--- src/rtl/instr_encoder.sv ---
// Encodes load/store/branch requests into 32-bit instruction words and queues
// them, each paired with its byte address, in a small output FIFO.
module instr_encoder #(
    parameter int unsigned DEPTH     = 2,
    parameter logic [31:0] BASE_ADDR = 32'h0000_0000
) (
    input  logic        clk,
    input  logic        rst,
    input  logic        in_valid,
    output logic        in_ready,
    input  logic [1:0]  in_kind,
    input  logic [4:0]  in_rd,
    input  logic [4:0]  in_rs1,
    input  logic [4:0]  in_rs2,
    input  logic [2:0]  in_funct3,
    input  logic [31:0] in_imm,
    output logic        out_valid,
    input  logic        out_ready,
    output logic [31:0] out_instr,
    output logic [31:0] out_addr,
    output logic        err,
    output logic [1:0]  err_code,
    output logic [15:0] count
);

    localparam int PW = (DEPTH > 1) ? $clog2(DEPTH) : 1;
    localparam int OW = $clog2(DEPTH + 1);
    localparam logic [PW-1:0] LAST = PW'(DEPTH - 1);
    localparam logic [OW-1:0] FULL = OW'(DEPTH);

    localparam logic [1:0] KIND_LOAD   = 2'b00;
    localparam logic [1:0] KIND_STORE  = 2'b01;
    localparam logic [1:0] KIND_BRANCH = 2'b10;

    logic [31:0]        instr_mem [DEPTH];
    logic [31:0]        addr_mem  [DEPTH];
    logic [PW-1:0]      rd_ptr;
    logic [PW-1:0]      wr_ptr;
    logic [OW-1:0]      occ;
    logic [31:0]        addr_cnt;
    logic [31:0]        enc;
    logic [1:0]         chk_code;
    logic signed [31:0] simm;
    logic               accept;
    logic               push;
    logic               pop;

    function automatic logic [PW-1:0] bump(input logic [PW-1:0] p);
        return (p == LAST) ? '0 : p + 1'b1;
    endfunction

    assign simm = in_imm;

    always_comb begin
        enc = '0;
        case (in_kind)
            KIND_LOAD:   enc = {in_imm[11:0], in_rs1, in_funct3, in_rd, 7'b0000011};
            KIND_STORE:  enc = {in_imm[11:5], in_rs2, in_rs1, in_funct3, in_imm[4:0], 7'b0100011};
            KIND_BRANCH: enc = {in_imm[12], in_imm[10:5], in_rs2, in_rs1, in_funct3,
                                in_imm[4:1], in_imm[11], 7'b1100011};
            default:     enc = '0;
        endcase
    end

    // Error checks in priority order; 00 means the request is encodable.
    always_comb begin
        chk_code = 2'b00;
        if (in_kind == 2'b11)
            chk_code = 2'b11;
        else if (in_kind == KIND_BRANCH && in_imm[0])
            chk_code = 2'b10;
        else if (in_kind != KIND_BRANCH && (simm < -32'sd2048 || simm > 32'sd2047))
            chk_code = 2'b01;
        else if (in_kind == KIND_BRANCH && (simm < -32'sd4096 || simm > 32'sd4094))
            chk_code = 2'b01;
    end

    assign in_ready  = (occ < FULL);
    assign out_valid = (occ != '0);
    assign accept    = in_valid & in_ready;
    assign push      = accept & (chk_code == 2'b00);
    assign pop       = out_valid & out_ready;

    assign out_instr = out_valid ? instr_mem[rd_ptr] : '0;
    assign out_addr  = out_valid ? addr_mem[rd_ptr]  : BASE_ADDR;

    always_ff @(posedge clk) begin
        if (push) begin
            instr_mem[wr_ptr] <= enc;
            addr_mem[wr_ptr]  <= addr_cnt;
        end
    end

    always_ff @(posedge clk or posedge rst) begin
        if (rst) begin
            rd_ptr   <= '0;
            wr_ptr   <= '0;
            occ      <= '0;
            addr_cnt <= BASE_ADDR;
            err      <= 1'b0;
            err_code <= 2'b00;
            count    <= '0;
        end else begin
            if (push) begin
                wr_ptr   <= bump(wr_ptr);
                addr_cnt <= addr_cnt + 32'd4;
            end
            if (pop) begin
                rd_ptr <= bump(rd_ptr);
                if (count != 16'hFFFF)
                    count <= count + 16'd1;
            end
            if (push && !pop)
                occ <= occ + 1'b1;
            else if (pop && !push)
                occ <= occ - 1'b1;
            if (accept && chk_code != 2'b00) begin
                err <= 1'b1;
                if (!err)
                    err_code <= chk_code;
            end
        end
    end

endmodule

--- config.mk ---
export PLATFORM = sky130hd
export DESIGN_NAME = instr_encoder
export DESIGN_NICKNAME = d
export VERILOG_FILES = /design/src/rtl/instr_encoder.sv
export SDC_FILE = /design/constraint.sdc
export NUM_CORES = 1
export LEC_CHECK = 0
export ABC_AREA = 1
export CORE_UTILIZATION = 30
export DETAILED_ROUTE_END_ITERATION = 7
export PLACE_DENSITY = 0.47
export RECOVER_POWER = 50
export SYNTH_ARGS = -nofsm -noshare
export SYNTH_HDL_FRONTEND = slang
export SYNTH_SLANG_ARGS = --single-unit
--- constraint.sdc ---
create_clock -name clk -period 4.6 [get_ports clk]
set_clock_uncertainty 0.15 [all_clocks]
set_input_delay 0.92 -clock clk [delete_from_list [all_inputs] [get_ports clk]]
set_output_delay 0.92 -clock clk [all_outputs]
set_load 0.03 [all_outputs]
==> summary.md, run 1 <==
| Metric | Value |
|---|---|
| I/O pin count | roughly 140 |
| Fin crit share | 0.8375 |
| TritonCTS buffer count | 17 |
| Port Buffers | 135 |
| Row cnt | between 50 and 60 |
| Max FO, Critical Path | 35 |
| H-tree levels | 4 |
| Clock transition at path regs | around 80 ps |
| Routed WL | ~19,000 µm |
| DRT iter0 DRCs | roughly 260 |
| Commonest cells after routing, fill and taps aside | nand2_1, edfxtp_1, clkdlybuf4s50_1 |
| Setup Buffers After CTS | 0 |
| DR WL/cell | roughly 15 µm |
| Max Cap Viol | 0 |
| Layout cell share with drive strength beyond 1 | 0.05852 |
| Fmax | between 0.2 and 0.3 GHz |
| Via density | 4.481 |
| Fin. Hold Viols | 0 |
| First-pass GRT wire length | between 30,000 and 40,000 µm |
| Core ar. | 25,980 µm² |
| Chip width | about 160 µm |
| Final setup fails | 0 |
| Yosys reg bits | around 170 |
| Required @ worst endpoint | between 3000 and 4000 ps |
| Hold-fix buffers, CTS | 0 |
| Yosys cell types | 31 |
| Number of flops mapped to enable cells by yosys | ~120 |
| Synth Flop Type | edfxtp_1 |
| Worst min path class | reg2reg |
| Antenna Nets Post-Route | 0 |
| Worst setup SP type | flop |
| Worst Tran Pin Value | 1442 ps |
| Final net count | slightly above 1,000 |
| Overall Power | about 5.5 mW |
| Syn. warnings | 0 |
| Die height | around 160 µm |
| DRT Pass-1 Iters | 4 |
| Power per Cell Area | 538.8 nW/µm² |
| VDD IR max | approximately 0.35 mV |
| Leakage | 4.184 nW |
| Non-filler cells in the finished layout | roughly 1,300 |
| DRC viols | 0 |
| Post-Syn Area | between 7000 and 8000 µm² |
| Register area share after synthesis | 0.6064 |
| Setup TNS Final | 0 ps |
| Placer Congestion | 0.8400 |
| Starting Density | 0.3052 |
| Post-CTS sizing | 0 |
| Async SR Flop Fraction | 0.3136 |
| Area growth, synth to finish | 29.26% |
| Die area | about 27,000 µm² |
| CTS Sinks | between 150 and 200 |
| Final Critical Period | 3853 ps |
| Largest net degree at the start of global routing | 47 |
| Hpwl dp | 13,220 µm |
| Root Buffer | clkbuf_16 |
| Final Cell Area | 10,250 µm² |
| Placement Cell Area | ~9700 µm² |
| Post-synthesis area per instance | about 9.6 µm² |
| Inserted Diodes | 0 |
| Longest Clk Path Bufs | 2 |
| Hold Slack | 341.6 ps |
| Commonest non-fill, non-tap cell in the layout | nand2_1 |
| Synthesized instance count | between 800 and 900 |
| Setup Crit Path Kind | reg2out |
| RSZ-0062 raised after global routing | false |
| Placed insts | 1,277 |
| Status | complete, no violations |
| Critical Path AT | approximately 2800 ps |
| Total global-route track usage | 0.1504 |
| Initial antenna violation count | 0 |
| Crit path capture type | output pin |
| Clock latency on the worst-skew pair | 430 ps |
| DR vias | 5,866 |
| Relative slew slack | 0.03773 |
| Vias in the first global route | 5,765 |
| Total grt overflow | 0 |
| CTS tree | done |
| Slew Limit Fails | 0 |
-- worst paths after layout --
kind	to	slack, ps	cells after the start	startpoint
worst max-delay path	out_instr[30]	750	5	rd_ptr
worst min register to register	err_code[1]	340	2	err_code[1]
max in group asynchronous	addr_cnt[13]	1460	3	rst
worst min-delay path	err_code[1]	340	2	err_code[1]
worst max register to register	count[15]	2160	11	occ[0]
min in group asynchronous	count[15]	1190	2	rst
-- kinds of logic after synthesis --
kind of cell | Yosys count | synth area share
and+or+nand+nor | 401 | 0.2106
DFF | 169 | 0.6064
buffers and inverters | 103 | 0.05600
AOI/OAI and AO/OA | 94 | 0.05932
xor gates and xnor gates | 48 | 0.05300
adders and majority gates | 9 | 0.01420
other | 1 | 0.0004728
-- power by group --
part | leakage (nW) | total, mW | switching (mW) | internal, mW
sequential | 1.78 | 2.01 | 0.216 | 1.80
clock | 0.292 | 1.43 | 0.695 | 0.738
combinational | 2.11 | 2.08 | 1.32 | 0.759
-- synthesized netlist by cell type (2+ instances only) --
library cell    n  share of area
nand3_2         2         0.0025
buf_4           7         0.0066
clkbuf_1       17         0.0080
nor2_1         49          0.023
o21ai_0        21          0.013
nand2_2         4         0.0032
nand4_1        16          0.013
xnor2_1        16          0.018
o21ai_1        10         0.0063
nor2_2          2         0.0016
nor3_2          3         0.0038
nor3_1         13         0.0082
buf_2           5         0.0032
dfrtp_1        53           0.17
a21oi_1        63          0.040
buf_6           3         0.0043
nand3_1        14         0.0088
inv_1          63          0.030
nor4_1          5         0.0039
ha_1            9          0.014
xor2_1         32          0.035
edfxtp_1      116           0.44
buf_1           3         0.0014
nand2_1       289           0.14
inv_2           4         0.0019
-- stage by stage --
step	setup slack, ps	utilization
floorplan	-361.5	-
global placement	815.8	0.3724
global route	568.9	0.3945
finish	747.5	0.3945
detailed placement	763.4	0.3724
CTS	684.2	0.3957
-- critical path, cell delays in order (launching register included) --
cell	delay (ps)
dfrtp_2	670
inv_2	140
buf_4	380
nand2_1	100
a21oi_1	270
clkdlybuf4s50_1	750
-- metal layers --
metal / up-vias / global-route usage / wire (µm)
li1: 2970 / - / -
met1: 2774 / 0.2002 / 9184
met2: 100 / 0.2397 / 9053
met3: 22 / 0.03064 / 749
met4: 0 / 0.05880 / 392
met5: - / 0 / 0
-- state kept, by name, summed over array words and instances (netlist names) --
register	cells
err	1
err_code	2
rd_ptr	1
addr_cnt	30
wr_ptr	1
addr_mem	60
instr_mem	56
occ	2
count	16
-- layout make-up --
cell class              count  area (µm²)
flip-flops and latches    169        4811
clock buffers              17       425.4
multi-input cells         557        2693
fillers                  2607       15730
repair buffers            148        1466
inverters                  68       257.7
clock inverters            15       180.2
well taps                 335       419.2
(Power assumes the default switching activity.)
==> run 2, diff against run 1 <==
==> constraint.sdc (replaced) <==
create_clock -name clk -period 3.6 [get_ports clk]
set_clock_uncertainty 0.15 [all_clocks]
set_input_delay 0.72 -clock clk [delete_from_list [all_inputs] [get_ports clk]]
set_output_delay 0.72 -clock clk [all_outputs]
set_load 0.03 [all_outputs]
==> run 2 against run 1 <==
Net effect: first-iteration DRC count grew 12%; flip-flop and latch count stayed put; final cell count rose by 0.31%; worst setup slack worse by 420 ps; sequential power increased by 25%; total power is 30% higher; global-route usage shrank 0.19 points; count of clock-buffer cells in the layout unchanged; worst hold slack improved by 2.6 ps; final area rose by 1.1%; critical path type unchanged; largest cell class unchanged; largest power group unchanged; highest routed layer unchanged.
==> summary.md, run 2 (synthesized netlist as in run 1, its figures left out) <==
| Metric | Value |
|---|---|
| Final Cell Area | ~10,000 µm² |
| I/O pin count | roughly 140 |
| Total grt overflow | 0 |
| Longest Clk Path Bufs | 2 |
| Initial antenna violation count | 0 |
| Port Buffers | 135 |
| Dpl ws | 421.5 ps |
| Layout cell share with drive strength beyond 1 | 0.08691 |
| Grt met3 use | 0.03290 |
| Met1 Use GR | 0.1950 |
| Clock latency on the worst-skew pair | about 430 ps |
| Power per Cell Area | approximately 700 nW/µm² |
| Hpwl dp | about 13,000 µm |
| Commonest cells after routing, fill and taps aside | nand2_1, edfxtp_1, clkdlybuf4s50_1 |
| Largest regs | addr_mem x60, instr_mem x56, addr_cnt x30 |
| Overall Power | 7.158 mW |
| Fin. Hold Viols | 0 |
| Relative slew slack | 0.3806 |
| CTS Sinks | approximately 170 |
| Slowest stage delay, CP | between 700 and 800 ps |
| Fin crit share | 0.9081 |
| Final Util | 0.3991 |
| Slew Limit Fails | 0 |
| Clock transition at path regs | approximately 70 ps |
| DRT Pass-1 Iters | 4 |
| Fmax | between 0.3 and 0.4 GHz |
| Largest Register | addr_mem |
| # fillers | 2,608 |
| Final setup fails | 0 |
| Worst min path class | reg2reg |
| Vias in the first global route | ~5,700 |
| Inserted Diodes | 0 |
| H-tree levels | 4 |
| Die area | around 27,000 µm² |
| Reg2reg start | addr_cnt[2] |
| Leakage | 4.284 nW |
| Hold path startpoint | count[15] |
| Max reg flops | 60 |
| Required @ worst endpoint | ~2700 ps |
| DR vias | between 5,000 and 6,000 |
| Commonest non-fill, non-tap cell in the layout | nand2_1 |
| Status | complete, no violations |
| DR WL/cell | 14.42 µm |
| Area growth, synth to finish | 30.75% |
| Placement Cell Area | around 9800 µm² |
| TritonCTS buffer count | 17 |
| Root Buffer | clkbuf_16 |
| Hold Slack | 344.2 ps |
| Setup Buffers After CTS | 0 |
| GR peak layer | met2 |
| Post-route setup slack | 330.9 ps |
| VDD IR max | 0.3664 mV |
| Critical Path AT | ~2400 ps |
| Final Critical Period | between 3000 and 4000 ps |
| Row cnt | 59 |
| DRC viols | 0 |
| Core ar. | roughly 26,000 µm² |
| Placer Congestion | 0.8463 |
| Hold-fix buffers, CTS | 0 |
| Routed WL | about 19,000 µm |
| RSZ-0062 raised after global routing | false |
| Max Cap Viol | 0 |
| Worst r2r path cells | 9 |
| Cells along the critical path | inv_2 -> buf_4 -> nand2_1 -> a21oi_1 -> clkdlybuf4s50_1 |
| Hold Path Cell Cnt | 1 |
| GR Util met2 | 0.2414 |
| Worst setup SP type | flop |
| Largest net degree at the start of global routing | 59 |
| Chip width | approximately 160 µm |
| Post-CTS sizing | 0 |
| Total global-route track usage | 0.1486 |
| Worst Tran Pin Value | 928.1 ps |
| Starting Density | 0.3052 |
| Final net count | between 1,000 and 1,500 |
| CP startpoint | rd_ptr |
| First-pass GRT wire length | 30,590 µm |
| Max FO, Critical Path | 20 |
| Worst path slowest cell | clkdlybuf4s50_1 |
| CTS tree | done |
| Via density | 4.433 |
| Die height | about 160 µm |
| Crit path capture type | output pin |
| Setup Crit Path Kind | reg2out |
| Antenna Nets Post-Route | 0 |
| DRT iter0 DRCs | between 200 and 300 |
[run 2: cell types whose count changed in the layout (fill, tap and decap cells not counted), sizes merged]
cell and change:
buf +26, clkdlybuf4s50 -24, clkbuf +3, clkinv -1, dlygate4sd3 -1, inv +1
[run 2: cell type report]
class	instances	area, µm²	area share
multi-input combinational	557	2683	0.2587
tap	335	419.2	0.04042
clock inverter	15	175.2	0.01689
inverter	68	257.7	0.02486
clock buffer	17	425.4	0.04102
sequential	169	4811	0.4639
timing repair buffer	152	1599	0.1542
[run 2: power by group]
part           leakage (nW)  internal [mW]  switching [mW]
registers              1.78           2.30           0.213
logic                  2.21           1.07            1.78
clock network         0.291          0.939           0.866
[run 2: worst paths after layout]
check / slack (ps) / end
max: 330 / out_instr[5]
max in group asynchronous: 1160 / addr_cnt[20]
max reg2reg: 1450 / addr_cnt[28]
min reg2reg: 340 / count[15]
min in group asynchronous: 790 / addr_cnt[27]
min: 340 / count[15]
[run 2: per-stage QoR]
step	TNS, ps	std cells
floorplan	-21900	829
global placement	0	1281
detailed placement	0	1281
CTS	0	1313
global route	0	1313
finish	0	1313
[run 2: per-layer routing]
metal / vias up / wire length, µm
li1: 2976 / -
met1: 2712 / 8803
met2: 118 / 9074
met3: 14 / 776
met4: 0 / 286
met5: - / 0
[run 2: worst max-delay path: cells and delay by family, from the launching register on]
kind	cells	cell delay [ps]
buf+inv	3	1270
flops	1	430
compound gates	1	200
simple gates	1	60
==> run 3, diff against run 2 <==
--- a/config.mk
+++ b/config.mk
@@ -6,6 +6,7 @@
 export NUM_CORES = 1
 export LEC_CHECK = 0
 export ABC_AREA = 1
+export CORE_MARGIN = 3
 export CORE_UTILIZATION = 30
 export DETAILED_ROUTE_END_ITERATION = 7
 export PLACE_DENSITY = 0.47
==> run 3 against run 2 <==
Net effect: first-iteration DRC count is 36% higher; routed wire length is 4.0% higher; flip-flop and latch count stayed put; utilization is 0.76 points higher; count of clock-buffer cells in the layout unchanged; global-route usage shrank 0.62 points; worst hold slack worse by 5.8 ps; final area grew 0.17%; largest power group unchanged.
==> summary.md, run 3 (synthesized netlist as in run 1, its figures left out) <==
| Metric | Value |
|---|---|
| Status | complete, no violations |
| I/O pin count | 141 |
| Chip width | approximately 170 µm |
| DRT Pass-1 Iters | 5 |
| CTS tree | done |
| FF-to-FF End | count[15] |
| Placer Congestion | 0.8613 |
| Worst setup SP type | flop |
| DRT iter0 DRCs | slightly below 400 |
| Worst Hold Path EP | err_code[1] |
| Starting Density | 0.3105 |
| First-pass GRT wire length | 31,900 µm |
| Layout cell share with drive strength beyond 1 | 0.07708 |
| Fin crit share | 0.9202 |
| Relative slew slack | 0.08129 |
| Final Critical Period | 3313 ps |
| Top sig layer | met4 |
| Setup TNS Final | 0 ps |
| Total grt overflow | 0 |
| Worst min path class | reg2reg |
| Hpwl dp | about 13,000 µm |
| Max Cap Viol | 0 |
| RSZ-0062 raised after global routing | false |
| Worst Tran Pin Value | roughly 1400 ps |
| CTS Sinks | about 170 |
| Via density | ~4.5 |
| Die area | 28,420 µm² |
| Slowest stage delay, CP | approximately 700 ps |
| Fmax | between 0.3 and 0.4 GHz |
| Root Buffer | clkbuf_16 |
| R2R Setup Slk | between 1000 and 1500 ps |
| Critical Path AT | roughly 2400 ps |
| Largest net degree at the start of global routing | 60 |
| Reg2reg start | occ[0] |
| Initial antenna violation count | 0 |
| Final net count | ~1,000 |
| Core ar. | about 26,000 µm² |
| Post-route setup slack | between 200 and 300 ps |
| Worst r2r path cells | 12 |
| Setup Buffers After CTS | 0 |
| Fin. Hold Viols | 0 |
| Met3 Wirelength | between 800 and 900 µm |
| Slew Limit Fails | 0 |
| Required @ worst endpoint | 2730 ps |
| Antenna Nets Post-Route | 0 |
| Max FO, Critical Path | 35 |
| H-tree levels | 4 |
| M1 WL | 9213 µm |
| Setup Crit Path Kind | reg2out |
| Area growth, synth to finish | 30.97% |
| Clock latency on the worst-skew pair | roughly 420 ps |
| Dpl ws | about 240 ps |
| Power per Cell Area | roughly 700 nW/µm² |
| Port Buffers | ~140 |
| Hold Path Cell Cnt | 2 |
| Commonest cells after routing, fill and taps aside | nand2_1, edfxtp_1, clkdlybuf4s50_1 |
| Met2 wire len | about 9500 µm |
| Leakage | about 4.3 nW |
| Total global-route track usage | 0.1424 |
| Placed insts | between 1,000 and 1,500 |
| Commonest non-fill, non-tap cell in the layout | nand2_1 |
| DRC viols | 0 |
| Clock transition at path regs | ~70 ps |
| TritonCTS buffer count | 17 |
| DR vias | 5,889 |
| Final setup fails | 0 |
| Max reg flops | 60 |
| Longest Clk Path Bufs | 2 |
| Largest regs | addr_mem x60, instr_mem x56, addr_cnt x30 |
| Vias in the first global route | approximately 5,900 |
| Inserted Diodes | 0 |
| VDD IR max | approximately 0.47 mV |
| Worst path slowest cell | clkdlybuf4s50_1 |
| Final Util | 0.4066 |
| Post-CTS sizing | 0 |
| Row cnt | a little under 60 |
| DR WL/cell | between 15 and 20 µm |
| Non-filler cells in the finished layout | about 1,300 |
| Hold path startpoint | err_code[1] |
| Hold-fix buffers, CTS | 0 |
| Die height | 168.6 µm |
| Overall Power | a little over 7 mW |
| Routed WL | 19,710 µm |
| Largest Register | addr_mem |
| Cells along the critical path | inv_2 -> buf_12 -> nand2_1 -> a21oi_1 -> clkdlybuf4s50_1 |
| # fillers | approximately 2,500 |
| Crit path capture type | output pin |
run 3: changes by cell type in the layout (fill, tap and decap cells not counted), moves of 2 or more:
cell and change:
o21ai_1 -5, buf_12 +5, clkbuf_2 +2, o21ai_0 +5, clkdlybuf4s50_1 +3, clkinv_8 -3
buf_4 -15
run 3: area by class of cell:
cell class | count | area (µm²) | area share
clock buffers | 17 | 425.4 | 0.04095
clock inverters | 15 | 173.9 | 0.01674
inverters | 68 | 256.5 | 0.02469
multi-input cells | 557 | 2675 | 0.2575
flip-flops and latches | 169 | 4811 | 0.4631
well taps | 330 | 412.9 | 0.03975
repair buffers | 147 | 1633 | 0.1572
run 3: per-stage QoR:
step	hold slack, ps	cell area, µm²
after floorplan	290.2	7951
after global placement	344.9	9873
after CTS	348.3	10470
after detailed placement	322.6	9873
final	338.4	10390
after global routing	365.0	10390
run 3: worst max path at each step:
stage	slack [ps]	from	endpoint
final	290	rd_ptr	out_addr[7]
after global routing	160	rd_ptr	out_instr[28]
after CTS	240	rd_ptr	out_instr[28]
after detailed placement	240	in_kind[0]	instr_mem[0][30]
after global placement	330	in_kind[0]	instr_mem[0][17]
after floorplan	-190	in_kind[0]	addr_mem[0][10]
run 3: metal layers:
layer / vias to the layer above / GRT usage
li1: 2960 / -
met1: 2800 / 0.1899
met2: 121 / 0.2373
met3: 8 / 0.03456
met4: 0 / 0.03059
met5: - / 0
run 3: worst max-delay path: cells and delay by family (launching register included):
kind,cells,cell delay [ps]
and+or+nand+nor,1,70
buffers and inverters,3,1280
AOI/OAI and AO/OA,1,230
DFF,1,430
run 3: power breakdown:
group          internal (mW)  switching [mW]
combinational           1.12            1.82
sequential              2.30           0.200
clock                  0.997           0.834
total                   4.42            2.86
